===== src/rtl/lo_ti_fsk_rx.sv =====
// lo_ti_fsk_rx: LF FSK receiver. Demodulates cross_lo, locks on 0x7E and streams frame bytes out.
// Define LO_TI_RX_CRC_EN to build the CRC-16 residue check; without it crc_ok is tied low.
module lo_ti_fsk_rx #(
    parameter int unsigned PERIOD_SPLIT = 187,
    parameter int unsigned MIN_PERIOD   = 150,
    parameter int unsigned MAX_PERIOD   = 230,
    parameter int unsigned RUN_BIT      = 16,
    parameter int unsigned FRAME_BYTES  = 10
) (
    input  logic       pck0,
    input  logic       rst,
    input  logic       cross_lo,
    input  logic       ssp_dout,
    input  logic       out_ready,
    output logic [7:0] out_data,
    output logic       out_valid,
    output logic       frame_start,
    output logic       frame_done,
    output logic       crc_ok,
    output logic       err
);
    localparam int unsigned PW = 8;
    localparam int unsigned RW = 5;
    localparam int unsigned BW = $clog2(FRAME_BYTES + 1);
    localparam logic [7:0] START_BYTE = 8'h7E;

    typedef enum logic [1:0] {IDLE, HUNT, DATA} state_t;
    state_t state;

    logic          sync_q1, sync_q2, sync_q3, edge_c;
    logic [PW-1:0] per_cnt;
    logic          have_edge, per_valid, per_cls, per_bad;
    logic [RW-1:0] run_len, run_nx_c;
    logic          cls, cls_nx_c, emit_c, short_c;
    logic [7:0]    shreg, shreg_nx_c;
    logic [2:0]    bit_cnt;
    logic [BW-1:0] byte_cnt;
    logic          bad_c, lock_c, step_c, byte_c, last_c;

    // Comparator synchronizer and rising-edge detect
    always_ff @(posedge pck0 or posedge rst) begin
        if (rst) begin
            sync_q1 <= 1'b0;
            sync_q2 <= 1'b0;
            sync_q3 <= 1'b0;
        end else begin
            sync_q1 <= cross_lo;
            sync_q2 <= sync_q1;
            sync_q3 <= sync_q2;
        end
    end
    assign edge_c = sync_q2 & ~sync_q3;

    // Period counter; the first edge after IDLE only arms the measurement
    always_ff @(posedge pck0 or posedge rst) begin
        if (rst) begin
            per_cnt   <= '0;
            have_edge <= 1'b0;
            per_valid <= 1'b0;
            per_cls   <= 1'b0;
            per_bad   <= 1'b0;
        end else begin
            per_valid <= edge_c & have_edge & (state != IDLE);
            per_cls   <= (per_cnt >= PW'(PERIOD_SPLIT));
            per_bad   <= (per_cnt < PW'(MIN_PERIOD)) || (per_cnt > PW'(MAX_PERIOD));
            if (edge_c) begin
                per_cnt <= PW'(1);
            end else if (per_cnt != '1) begin
                per_cnt <= per_cnt + PW'(1);
            end
            if (state == IDLE) begin
                have_edge <= 1'b0;
            end else if (edge_c) begin
                have_edge <= 1'b1;
            end
        end
    end

    // Run-length bit recovery; run_len==0 marks a cell boundary just emitted
    always_comb begin
        emit_c   = 1'b0;
        short_c  = 1'b0;
        run_nx_c = run_len;
        cls_nx_c = cls;
        if (per_valid && !per_bad) begin
            if (per_cls == cls) begin
                if (run_len + RW'(1) == RW'(RUN_BIT)) begin
                    emit_c   = 1'b1;
                    run_nx_c = '0;
                end else begin
                    run_nx_c = run_len + RW'(1);
                end
            end else begin
                if (run_len >= RW'(RUN_BIT / 2)) begin
                    emit_c = 1'b1;
                end else if (run_len != '0) begin
                    short_c = 1'b1;
                end
                cls_nx_c = per_cls;
                run_nx_c = RW'(1);
            end
        end
    end

    assign shreg_nx_c = {cls, shreg[7:1]};
    assign bad_c  = per_valid & per_bad;
    assign lock_c = (state == HUNT) & ~ssp_dout & ~bad_c & emit_c & (shreg_nx_c == START_BYTE);
    assign step_c = (state == DATA) & ~ssp_dout & ~bad_c & ~short_c & emit_c;
    assign byte_c = step_c & (bit_cnt == 3'd7);
    assign last_c = byte_c & (byte_cnt + BW'(1) == BW'(FRAME_BYTES));

    // Framing FSM and one-entry output buffer
    always_ff @(posedge pck0 or posedge rst) begin
        if (rst) begin
            state       <= IDLE;
            run_len     <= '0;
            cls         <= 1'b0;
            shreg       <= '0;
            bit_cnt     <= '0;
            byte_cnt    <= '0;
            out_data    <= '0;
            out_valid   <= 1'b0;
            frame_start <= 1'b0;
            frame_done  <= 1'b0;
            err         <= 1'b0;
        end else begin
            frame_start <= lock_c;
            frame_done  <= last_c;
            if (ssp_dout) begin
                state     <= IDLE;
                run_len   <= '0;
                shreg     <= '0;
                bit_cnt   <= '0;
                byte_cnt  <= '0;
                out_valid <= 1'b0;
                err       <= 1'b0;
            end else begin
                if (out_valid && out_ready) begin
                    out_valid <= 1'b0;
                end
                case (state)
                    IDLE: state <= HUNT;
                    default: begin
                        if (bad_c) begin
                            err     <= 1'b1;
                            run_len <= '0;
                            state   <= HUNT;
                        end else begin
                            run_len <= run_nx_c;
                            cls     <= cls_nx_c;
                            if (emit_c) begin
                                shreg <= shreg_nx_c;
                            end
                            if (state == DATA && short_c) begin
                                err   <= 1'b1;
                                state <= HUNT;
                            end
                            if (lock_c) begin
                                state    <= DATA;
                                bit_cnt  <= '0;
                                byte_cnt <= '0;
                            end
                            if (step_c) begin
                                bit_cnt <= bit_cnt + 3'd1;
                            end
                            if (byte_c) begin
                                byte_cnt <= byte_cnt + BW'(1);
                                if (out_valid && !out_ready) begin
                                    err <= 1'b1;
                                end else begin
                                    out_data  <= shreg_nx_c;
                                    out_valid <= 1'b1;
                                end
                            end
                            if (last_c) begin
                                state <= HUNT;
                            end
                        end
                    end
                endcase
            end
        end
    end

`ifdef LO_TI_RX_CRC_EN
    logic [15:0] crc_q, crc_nx_c;
    logic        crc_ok_q;

    // Reflected CRC-16 (0x8408), one recovered bit per step
    always_comb begin
        crc_nx_c = {1'b0, crc_q[15:1]} ^ ((crc_q[0] ^ cls) ? 16'h8408 : 16'h0000);
    end

    always_ff @(posedge pck0 or posedge rst) begin
        if (rst) begin
            crc_q    <= '0;
            crc_ok_q <= 1'b0;
        end else if (ssp_dout || lock_c) begin
            crc_q    <= '0;
            crc_ok_q <= 1'b0;
        end else if (step_c) begin
            crc_q <= crc_nx_c;
            if (last_c) begin
                crc_ok_q <= (crc_nx_c == 16'h0000);
            end
        end
    end
    assign crc_ok = crc_ok_q;
`else
    assign crc_ok = 1'b0;
`endif

endmodule


===== config.mk =====
export PLATFORM = sky130hd
export DESIGN_NAME = lo_ti_fsk_rx
export DESIGN_NICKNAME = d
export VERILOG_FILES = /design/src/rtl/lo_ti_fsk_rx.sv
export SDC_FILE = /design/constraint.sdc
export NUM_CORES = 1
export LEC_CHECK = 0
export BUFFER_PORTS_ARGS = -buffer_cell sky130_fd_sc_hd__buf_2
export CORE_ASPECT_RATIO = 0.5
export CORE_UTILIZATION = 45
export DETAILED_ROUTE_END_ITERATION = 16
export HOLD_SLACK_MARGIN = 0.1
export PLACE_DENSITY = 0.64
export SLEW_MARGIN = 10
export SYNTH_ARGS = -nofsm -noshare
export SYNTH_HDL_FRONTEND = slang
export SYNTH_SLANG_ARGS = --single-unit

===== constraint.sdc =====
create_clock -name pck0 -period 2.45 [get_ports pck0]
set_input_delay 0.245 -clock pck0 [delete_from_list [all_inputs] [get_ports pck0]]
set_output_delay 0.245 -clock pck0 [all_outputs]
set_load 0.02 [all_outputs]

# After elaboration in Yosys (flattened, before gate mapping)
# Index checks and enable logic that the tools add are counted.
# Widths: inputs -> output; s select.
[totals] elab_cells=131 inputBits=5 register_bits=50 output_inout_bits=13
[op_classes] n_eq_ne=10 addsub=4 n_lt_le_gt_ge=4 mux=50 bitwise_logic=21 reduce_logical=23
[ops] operator="$mux 8" count=6
[ops] operator="$mux 5" count=6
[ops] operator="$mux 1" count=22
[ops] operator="$mux 4" count=5
[ops] operator="$mux 3" count=5
[ops] operator="$and 1x1->1" count=14
[ops] operator="$mux 2" count=6
[ops] operator="$reduce_and 5->1" count=2
[ops] operator="$reduce_and 3->1" count=3
[ops] operator="$reduce_bool 3->1" count=3
[ops] operator="$add 8x1->8 const B" count=1
[ops] operator="$eq 8x7->1 const B" count=1
[ops] operator="$ge 8x8->1 const B" count=1
[ops] operator="$gt 8x8->1 const B" count=1
[ops] operator="$lt 8x8->1 const B" count=1
[ops] operator="$ne 8x8->1 const B" count=1
[ops] operator="$reduce_bool 2->1" count=4
[ops] operator="$not 1->1" count=7
[ops] operator="$reduce_bool 6->1" count=1
[ops] operator="$add 5x1->5 const B" count=1
[ops] operator="$eq 5x5->1 const B" count=1
[ops] operator="$ge 5x4->1 const B" count=1
[ops] operator="$reduce_bool 5->1" count=1
[ops] operator="$add 4x1->4 const B" count=1
[ops] operator="other kinds (12)" count=17

# Longest topological paths before layout
[logic_depth] depth_word=14 mapped_depth=7 mapped_depth_nobuf=7

# Least setup slack after synthesis
# OpenSTA, ideal clock, no wires.
[synth_timing] kind="reg2reg" startpoint="reg run_len[0]" endpoint="reg out_data[0]" period_less_slack_ps=2043 n_path_buf=0 slack_ps=407 stages_incl_launch_ff=8 setup_ps=125 t_arrival_ps=1918 required_time_ps=2325 path_cell_list="dfrtp_1 inv_1 ha_1 nand2b_1 a311oi_4 nand2_2 nor3b_4 mux2_2"
[synth_between] elab_chain_cells=10 word_cells_on_any_way=17 classes_between="1 x add/sub; 1 x order compare; 1 x eq/ne; 8 x mux; 4 x bitwise; 2 x reduce/logical"
[synth_lines] item="from (decl)" line_no="33" rtl="logic [RW-1:0] run_len, run_nx_c;"
[synth_lines] item="from (signal assigned)" line_no="149" rtl="run_len <= run_nx_c;"
[synth_lines] item="parallel branches: the longest is 7 deep, another holds $add 5x1->5"
[synth_lines] item="$and 1x1->1 (*)" line_no="108" rtl="assign step_c = (state == DATA) & ~ssp_dout & ~bad_c & ~short_c & emit_c;"
[synth_lines] item="$and 1x1->1 (*)" line_no="109" rtl="assign byte_c = step_c & (bit_cnt == 3'd7);"
[synth_lines] item="$reduce_and 5->1 (no source line) (*)"
[synth_lines] item="to (signal assigned)" line_no="171" rtl="out_data <= shreg_nx_c;"
[synth_lines] item="to (decl)" line_no="15" rtl="output logic [7:0] out_data,"
# Every way passes the cells marked *.
# A chain may end at the register's enable or synchronous reset.

# Final worst setup path
[layout_timing] startpoint="reg run_len[3]" endpoint="reg out_data[1]"
# The elaborated chain is that of the path after synthesis.

==> results.toml <==
[timing]
finClkSkew_ps = 5.280
relSlewSlack = 0.4880
worst_pin_slew_ps = 761.0
timing.hold.ws_ps = 290.0
min_period_ps = 2267
drv_slew = 0
fmax_ghz = 0.4411
hold_viol_final = 0
setup_viol = 0
setup_tns_ps = 0
post-route-period-util = 0.9253

[grt]
antenna_found_initial = 0
overflow = 0
grt_max_degree = 23
grt_util_all_layers = 0.1827
grt_pass1_wl_um = 7783
grt_pass1_vias = 1628

[clock_network]
clkTransAtPathRegs_ps = 90
htree_levels = 2
cts_tree = "built"
cts-buffers-inserted = 5
cts-root-buf = "clkbuf_8"
cts_buffer_depth = 2
cts_sinks = 49
clock_latency_ps = 300

[logic_synthesis]
syn_area_per_cell_um2 = 10.69
yosysMostFrequentCell = "dfrtp_1"
synth.area.top_cells = "dfrtp_1, mux2_2, ha_1, a21oi_1, nor2_1"
synth_fp_nets = 234
async_reset_ff_frac = 1.000
synth-edff-count = 0
netlist_instances = 222
synth_top_area_frac = 0.5169
ys_ff_latch = 49
synth-main-ff-cell = "dfrtp_1"
yosys_warnings = 0
ys_seq_area_frac = 0.5169
synth.top_cells.by_count = "dfrtp_1, nor2_1, a21oi_1"
synth_cell_types = 49
synth_top_cell_by_area = "dfrtp_1"
synth_area_mm2 = 0.002372

[placed_design]
io_buffers = 16
gp_congestion = 0.8163
place_hpwl_um = 3318

[hold_path]
hold_path.class = "input port to flip-flop"

[final_layout]
nFillCells = 461
multi_input_area_mm2 = 0.001101
drive_above_1_share = 0.1870
area_delta_synth_final_pct = 14.08
fin_util = 0.5413
seqCellArea_mm2 = 0.001226
nNetsFinal = 257
diodes = 0

[critical_path]
crit_fanout = 14
r2r_slack_ps = 180
start_kind = "flip-flop"
critPathCaptureType = "flip-flop"
path_class = "flip-flop to flip-flop"
cp.required_ps = 2640
worstPathArrival_ps = 2460

[die]
coreArea_mm2 = 0.005000
design.die.area_mm2 = 0.005584
initial_core_util = 0.4745
std_cell_rows = 18
die_w_um = 104.7
ioPinCount = 18
die_h_um = 53.34

[pwr]
powerDensity_mw_per_mm2 = 589.7
ir_drop_uv = 338.1
total_power_uw = 1596
leakage_uw = 0.001213

[route]
via_per_inst = 5.551
avgRoutedWirePerCell_um = 14.95
drc = 0
dr.pass1.iters = 4
wl_um = 4724
first_iter_violations = 68
ant_nets = 0
vias = 1754

[outcome]
status = "finished clean"

[job]
maxCapViolations = 0
final timing paths:
kind,from,end,cells after the start
worst min-delay path,out_ready,out_valid,3
min in group asynchronous,rst,sync_q1,3
worst max-delay path,run_len[3],out_data[1],6
worst min register to register,sync_q1,sync_q2,0
worst max register to register,run_len[3],out_data[1],6
max in group asynchronous,rst,bit_cnt[0],4
kinds of logic (layout without fill, tap and decap cells):
group                      Yosys count  count (layout)  share of synthesized area
adders and majority gates            7               7                    0.03692
DFF                                 49              49                     0.5169
and+or+nand+nor                     79              79                     0.1783
xor gates and xnor gates             3               3                    0.01424
buffers and inverters               14              38                    0.02426
muxes                               14              14                    0.06487
other                                1               1                   0.001581
AOI/OAI and AO/OA                   55              55                     0.1630
flip-flops by register name, indices dropped and copies added, names as in the netlist, 2 cells and up:
register  cells
run_len       5
bit_cnt       3
state         2
shreg         7
per_cnt       8
byte_cnt      4
out_data      8
power by group:
group	internal [µW]	total, µW	switching (µW)
Clock	307	580	273
Sequential	842	887	44.8
Combinational	51.6	129	77.7
Total	1200	1600	395
final cells by class:
type	count	share of cell area
sequential	49	0.4531
multi-input combinational	159	0.4068
timing repair buffer	24	0.05825
tap	70	0.03236
clock buffer	6	0.02681
clock inverter	2	0.01433
inverter	6	0.008322
per-stage QoR:
stage	setup slack [ps]	cell area, µm²	cells
after floorplan	407.3	2372	222
after global placement	237.5	2542	305
after detailed placement	161.8	2542	305
after CTS	141.2	2674	315
after global routing	-0.7587	2706	316
final	183.1	2706	316
what timing repair did:
action                     in CTS  in global routing
setup endpoints to repair       0                  9
gates resized for setup         0                  1
buffers inserted                0                  1
hold buffers                    2                  0
hold endpoints to repair       10                  0
critical path: stages, from the launching register on:
cell and delay [ps]:
dfrtp_1 460, nor2_1 310, nor3_1 140, a22oi_2 660, nor3b_4 100, buf_12 170
mux2_1 310
layer usage:
layer,GRT usage,share of wire
met5,0,0
met4,0.03521,0.0066
met3,0.04803,0.034
met2,0.2991,0.44
met1,0.2483,0.52
layout by cell type (no fill, tap or decap), types with 7 or more instances in the layout:
cell | netlist | routed
dfrtp_1 | 49 | 49
buf_2 | 1 | 16
ha_1 | 7 | 7
nand3_1 | 13 | 13
a21oi_1 | 17 | 17
nor2_1 | 20 | 20
o21ai_0 | 13 | 13
mux2_2 | 9 | 9
nand2_1 | 9 | 9
(Power assumes the default switching activity.)
